===== src/rtl/fp_add_stream_driver.sv =====
// fp_add_stream_driver
//   Initiator side of a fixed-latency FP32 adder. Operand pairs arrive on a
//   valid/ready stream and go straight to an external STAGES-deep adder. A
//   valid-tag shift register marks which adder slots hold real work. Each
//   tagged result is captured into a result FIFO, which feeds a valid/ready
//   output stream. Issue is credit-limited (FIFO occupancy plus in-flight
//   tags never exceeds FIFO_DEPTH), so a captured result always has a slot.
//
// Handshake semantics (both streams): a transfer happens at a rising clk
// edge when valid and ready are both high at that edge. The producer keeps
// valid and its data stable until the transfer. ready never depends on
// valid.
//
// Ports:
//   clk, reset      clock, asynchronous active-high reset
//   flush           synchronous clear of in-flight tags and FIFO
//   in_valid/ready  operand stream handshake, in_a/in_b operands
//   op_a/op_b       operands to the adder (combinational passthrough)
//   res_in          adder result, valid STAGES edges after issue
//   out_valid/ready result stream handshake, out_data = FIFO head
//   busy            any tag in flight or FIFO non-empty
module fp_add_stream_driver #(
    parameter int STAGES     = 1,
    parameter int FIFO_DEPTH = 8
) (
    input  logic        clk,
    input  logic        reset,
    input  logic        flush,
    input  logic        in_valid,
    output logic        in_ready,
    input  logic [31:0] in_a,
    input  logic [31:0] in_b,
    output logic [31:0] op_a,
    output logic [31:0] op_b,
    input  logic [31:0] res_in,
    output logic        out_valid,
    input  logic        out_ready,
    output logic [31:0] out_data,
    output logic        busy
);
    localparam int PW = $clog2(FIFO_DEPTH);
    localparam int CW = PW + 1;

    if (STAGES < 1 || STAGES > 4) begin : g_bad_stages
        $error("fp_add_stream_driver: STAGES must be in 1..4");
    end
    if (FIFO_DEPTH < 2 || (FIFO_DEPTH & (FIFO_DEPTH - 1)) != 0) begin : g_bad_depth
        $error("fp_add_stream_driver: FIFO_DEPTH must be a power of two >= 2");
    end

    logic [STAGES-1:0] vld_q, vld_d;
    logic [PW-1:0]     wr_ptr_q, wr_ptr_d;
    logic [PW-1:0]     rd_ptr_q, rd_ptr_d;
    logic [CW-1:0]     count_q, count_d;
    logic [31:0]       out_data_q, out_data_d;
    logic [31:0]       mem_q [FIFO_DEPTH];

    logic [CW:0]       inflight;
    logic [CW:0]       credit_used;
    logic              fire;
    logic              push;
    logic              pop;

    assign op_a = in_a;
    assign op_b = in_b;

    always_comb begin
        inflight = '0;
        for (int i = 0; i < STAGES; i++) begin
            inflight = inflight + (CW+1)'(vld_q[i]);
        end
    end

    // No same-cycle pop bypass: a slot freed by a pop becomes credit one
    // edge later, which keeps in_ready a function of registers plus
    // reset/flush only.
    assign credit_used = {1'b0, count_q} + inflight;
    assign in_ready    = !reset && !flush && (credit_used < (CW+1)'(FIFO_DEPTH));

    assign fire      = in_valid && in_ready;
    assign push      = vld_q[STAGES-1] && !flush;
    assign out_valid = (count_q != '0);
    assign pop       = out_valid && out_ready && !flush;
    assign busy      = (vld_q != '0) || (count_q != '0);
    assign out_data  = out_data_q;

    always_comb begin
        vld_d      = '0;
        wr_ptr_d   = wr_ptr_q;
        rd_ptr_d   = rd_ptr_q;
        count_d    = count_q;
        out_data_d = out_data_q;

        vld_d[0] = fire;
        for (int i = 1; i < STAGES; i++) begin
            vld_d[i] = vld_q[i-1];
        end

        wr_ptr_d = wr_ptr_q + PW'(push);
        rd_ptr_d = rd_ptr_q + PW'(pop);
        count_d  = count_q + CW'(push) - CW'(pop);

        // out_data is a register holding the head entry after this edge.
        // When the slot being written is the new head (FIFO empty after any
        // pop), the head comes from res_in rather than the stale array.
        if (push && (wr_ptr_q == rd_ptr_d)) begin
            out_data_d = res_in;
        end else begin
            out_data_d = mem_q[rd_ptr_d];
        end

        if (flush) begin
            vld_d      = '0;
            wr_ptr_d   = '0;
            rd_ptr_d   = '0;
            count_d    = '0;
            out_data_d = out_data_q;
        end
    end

    always_ff @(posedge clk or posedge reset) begin
        if (reset) begin
            vld_q      <= '0;
            wr_ptr_q   <= '0;
            rd_ptr_q   <= '0;
            count_q    <= '0;
            out_data_q <= '0;
        end else begin
            vld_q      <= vld_d;
            wr_ptr_q   <= wr_ptr_d;
            rd_ptr_q   <= rd_ptr_d;
            count_q    <= count_d;
            out_data_q <= out_data_d;
        end
    end

    // Storage needs no reset: pointers and count define which entries exist.
    always_ff @(posedge clk) begin
        if (push) begin
            mem_q[wr_ptr_q] <= res_in;
        end
    end

    // Credits guarantee a tagged result always finds a free slot.
    always_ff @(posedge clk) begin
        if (!reset) begin
            assert (!(push && (count_q == CW'(FIFO_DEPTH))));
        end
    end

endmodule


===== config.mk =====
export PLATFORM = sky130hd
export DESIGN_NAME = fp_add_stream_driver
export DESIGN_NICKNAME = d
export VERILOG_FILES = /design/src/rtl/fp_add_stream_driver.sv
export SDC_FILE = /design/constraint.sdc
export NUM_CORES = 1
export LEC_CHECK = 0
export ABC_CLOCK_PERIOD_IN_PS = 3170
export BUFFER_PORTS_ARGS = -buffer_cell sky130_fd_sc_hd__buf_2
export CORE_UTILIZATION = 39
export DETAILED_ROUTE_END_ITERATION = 7
export PLACE_DENSITY = 0.69
export SLEW_MARGIN = 40
export SYNTH_ARGS = -nofsm -noshare
export SYNTH_HDL_FRONTEND = slang
export SYNTH_SLANG_ARGS = --single-unit

===== constraint.sdc =====
create_clock -name clk -period 3.17 [get_ports clk]
set_input_delay 0.317 -clock clk [delete_from_list [all_inputs] [get_ports clk]]
set_output_delay 0.317 -clock clk [all_outputs]
set_load 0.01 [all_outputs]

==> flow_metrics.py <==
metrics = {
    "status": {
        "status": "finished clean",
    },
    "cells_and_area": {
        "diodes": 0,
        "final_common_cell": "edfxtp_1",
        "fin_nets": 972,
        "multiInputGateArea_um2": 3520,
        "seq_area_um2": 8760,
        "final_util_pct": 44.9,
        "fin_area_um2": 14600,
        "area_delta_synth_final_pct": 12.9,
        "fillers": 2834,
        "final_cells": 1326,
        "layout_common_cells": "256 x edfxtp_1, 71 x buf_2, 63 x mux2i_1, 63 x nor3_1, 62 x mux2_2",
        "drive_above_1_share_pct": 30.4,
    },
    "clock_tree": {
        "clk_latency_ps": 550,
        "htreeDepth": 1,
        "clockRootBuffer": "clkbuf_16",
        "cts_hold_buf": 2,
        "clk_pin_slew_worst_paths_ps": 70,
        "cts_tree": "yes",
        "cts_resized": 0,
        "numClockSinks": 299,
        "cts_buffer_depth": 3,
        "postCtsSetupRepairBufs": 0,
        "cts_made_buffers": 30,
    },
    "setup_path": {
        "path_class": "register to register",
        "start_kind": "register",
        "r2r-start": "count_q[2]",
        "ff2ff_path_depth": 10,
        "cp_max_fo": 67,
        "critical_path.cell_chain": "inv_1, ha_1, nor3b_2, nor3_1, ha_2, xor2_4, buf_12, mux2_2, nor3_1, o41ai_2",
        "critPathMostFrequentCell": "nor3_1",
        "slowest_delay_ps": 400,
        "crit_slowest_cell": "mux2_2",
        "end_kind": "register",
        "required_ps": 3600,
        "crit_path_start": "count_q[2]",
        "cp_data_arrival_time_ps": 3220,
    },
    "detailed_routing": {
        "wl_per_cell_um": 23.2,
        "ant_nets": 0,
        "wl_met2_um": 15300,
        "top_layer": "met5",
        "drt_wl_total_um": 30800,
        "drt_iter0_drc": 537,
        "dr.pass1.iters": 5,
        "wl_met3_um": 2220,
        "drc": 0,
        "met1Wirelength_um": 12400,
        "vias_per_cell": 5.63,
        "dr_total_vias": 7461,
    },
    "timing": {
        "timing.final.hold_violations": 0,
        "fin_crit_ps": 2800,
        "fin_setup_tns_ps": 0,
        "finClkSkew_ps": 9.16,
        "slew_headroom_pct": 54.6,
        "worst_hold_slack_ps": 45.0,
        "fmax_ghz": 0.358,
        "grt_setup_unrepaired": "no",
        "fin_crit_sh_pct": 88.2,
        "worst_slew_pin_slew_ps": 680,
        "slew_viol_final": 0,
        "setup_viol": 0,
    },
    "floorplan": {
        "die_y_um": 184,
        "rows": 66,
        "chipWidth_um": 184,
        "initial_core_util_pct": 39.7,
        "dieArea_um2": 34000,
        "core_um2": 32600,
        "pin_count": 200,
    },
    "power_and_ir_drop": {
        "leakagePower_nw": 4.90,
        "power.density_nw_per_um2": 663,
        "power_switching_mw": 2.59,
        "p_int_mw": 7.12,
        "power_frac_comb_pct": 16.2,
        "irDropWorstVdd_v": 0.000470,
        "p_seq_share_pct": 46.9,
        "pwr-share-clk_pct": 36.9,
        "switching_share_pct": 26.7,
    },
    "placement": {
        "place_inst": 1269,
        "placed_area_um2": 13600,
        "io_buffers": 71,
        "place_congestion": 0.725,
        "hpwl_um": 17100,
    },
    "yosys": {
        "ys_types": 39,
        "yosysSeqAreaShare_pct": 67.6,
        "synth_nets": 951,
        "synth_area_um2": 13000,
        "synthCells": 840,
        "ys_warn_count": 0,
        "ys_seq_elements": 299,
        "avgSynthCellArea_um2": 15.4,
    },
    "grt": {
        "grt_pass1_wl_um": 46500,
        "overflow": 0,
        "track_usage_pct": 18.4,
        "grt_pass1_vias": 7702,
        "grt_antenna_before_repair": 2,
        "grt_max_degree": 68,
    },
    "worst_hold_path": {
        "hp-class": "primary input to register",
        "worstHoldPathCells": 1,
        "worstHoldStart": "res_in[2]",
    },
    "job": {
        "maxCapViolCount": 0,
    },
}
## flip-flops by register name, indices dropped and copies added, names as in the netlist
name	count
count_q	4
mem_q	256
out_data	32
rd_ptr_q	3
vld_q	1
wr_ptr_q	3
## cell usage after synthesis
master	count	area share [%]
fa_1	1	0.15
mux4_2	2	0.35
buf_2	14	0.54
nand2_1	4	0.12
o41ai_1	2	0.14
nor4_1	1	0.048
and2_1	1	0.048
xor2_1	2	0.14
nor2b_1	6	0.29
buf_6	4	0.35
nor3b_2	1	0.097
nand3_1	33	1.3
nand2b_1	4	0.19
clkbuf_1	37	1.1
nor3_1	66	2.5
inv_2	1	0.029
a21oi_1	32	1.2
or3_1	1	0.048
inv_1	6	0.17
buf_4	67	3.9
and3_1	1	0.048
o21ai_0	31	1.2
mux2_2	62	5.4
o21ai_1	2	0.077
and2b_1	1	0.058
edfxtp_1	256	59
nor2_1	12	0.35
ha_1	9	0.87
a32oi_1	32	2.2
a21oi_2	1	0.068
xnor2_1	6	0.41
nand2b_4	1	0.11
a21o_1	2	0.12
xnor3_1	1	0.17
o41ai_2	29	3.6
and4_1	1	0.068
dfrtp_1	43	8.3
nor2_2	2	0.097
mux2i_1	63	4.9
## worst paths after layout
path	end	slack (ps)
setup / recovery	out_data[15]	370
hold / removal	mem_q[0][2]	40
setup reg to reg	out_data[15]	370
hold reg to reg	out_data[10]	490
max in group asynchronous	out_data[22]	1940
min in group asynchronous	vld_q	330
## metal layers
layer  global-route usage [%]  vias up
li1                         -     3243
met1                     22.6     3837
met2                     32.2      285
met3                     3.10       92
met4                     6.77        4
met5                        0        -
## worst max-delay path: cells and delay by family (launching register included)
family / cells / cell delay [ps]
flip-flops: 1 / 380
AND/OR/NAND/NOR: 3 / 530
multiplexers: 1 / 400
buffers and inverters: 2 / 450
AO/OA/AOI/OAI: 1 / 120
XOR/XNOR: 1 / 250
adder cells (fa/ha/maj): 2 / 440
## through the flow
step	setup WS (ps)	total power, mW
finish	375	9.71
global placement	480	6.12
global route	240	10.0
CTS	379	9.77
floorplan	557	5.58
detailed placement	426	6.21
## kinds of logic (layout without fill, tap and decap cells)
family	after synthesis	in the layout	synth area share [%]
AOI/OAI and AO/OA	131	131	8.63
muxes	127	127	10.6
adders and majority gates	10	10	1.02
and+or+nand+nor	135	135	5.39
buffers and inverters	129	173	6.04
xor gates and xnor gates	9	9	0.714
DFF	299	299	67.6
## area by class of cell
cell class / count / area share (%)
clock buffer: 43 / 6.09
sequential: 299 / 59.9
multi-input combinational: 412 / 24.0
tap: 442 / 3.78
timing repair buffer: 111 / 5.21
clock inverter: 12 / 0.821
inverter: 7 / 0.180
## power groups by stage
stage | sequential [mW] | clock [mW] | combinational, mW
floorplan | 4.65 | 0 | 0.925
global placement | 4.64 | 0 | 1.48
detailed placement | 4.63 | 0 | 1.57
CTS | 4.56 | 3.62 | 1.59
global route | 4.57 | 3.77 | 1.70
finish | 4.55 | 3.58 | 1.58
Power figures use the tool's default switching activity.
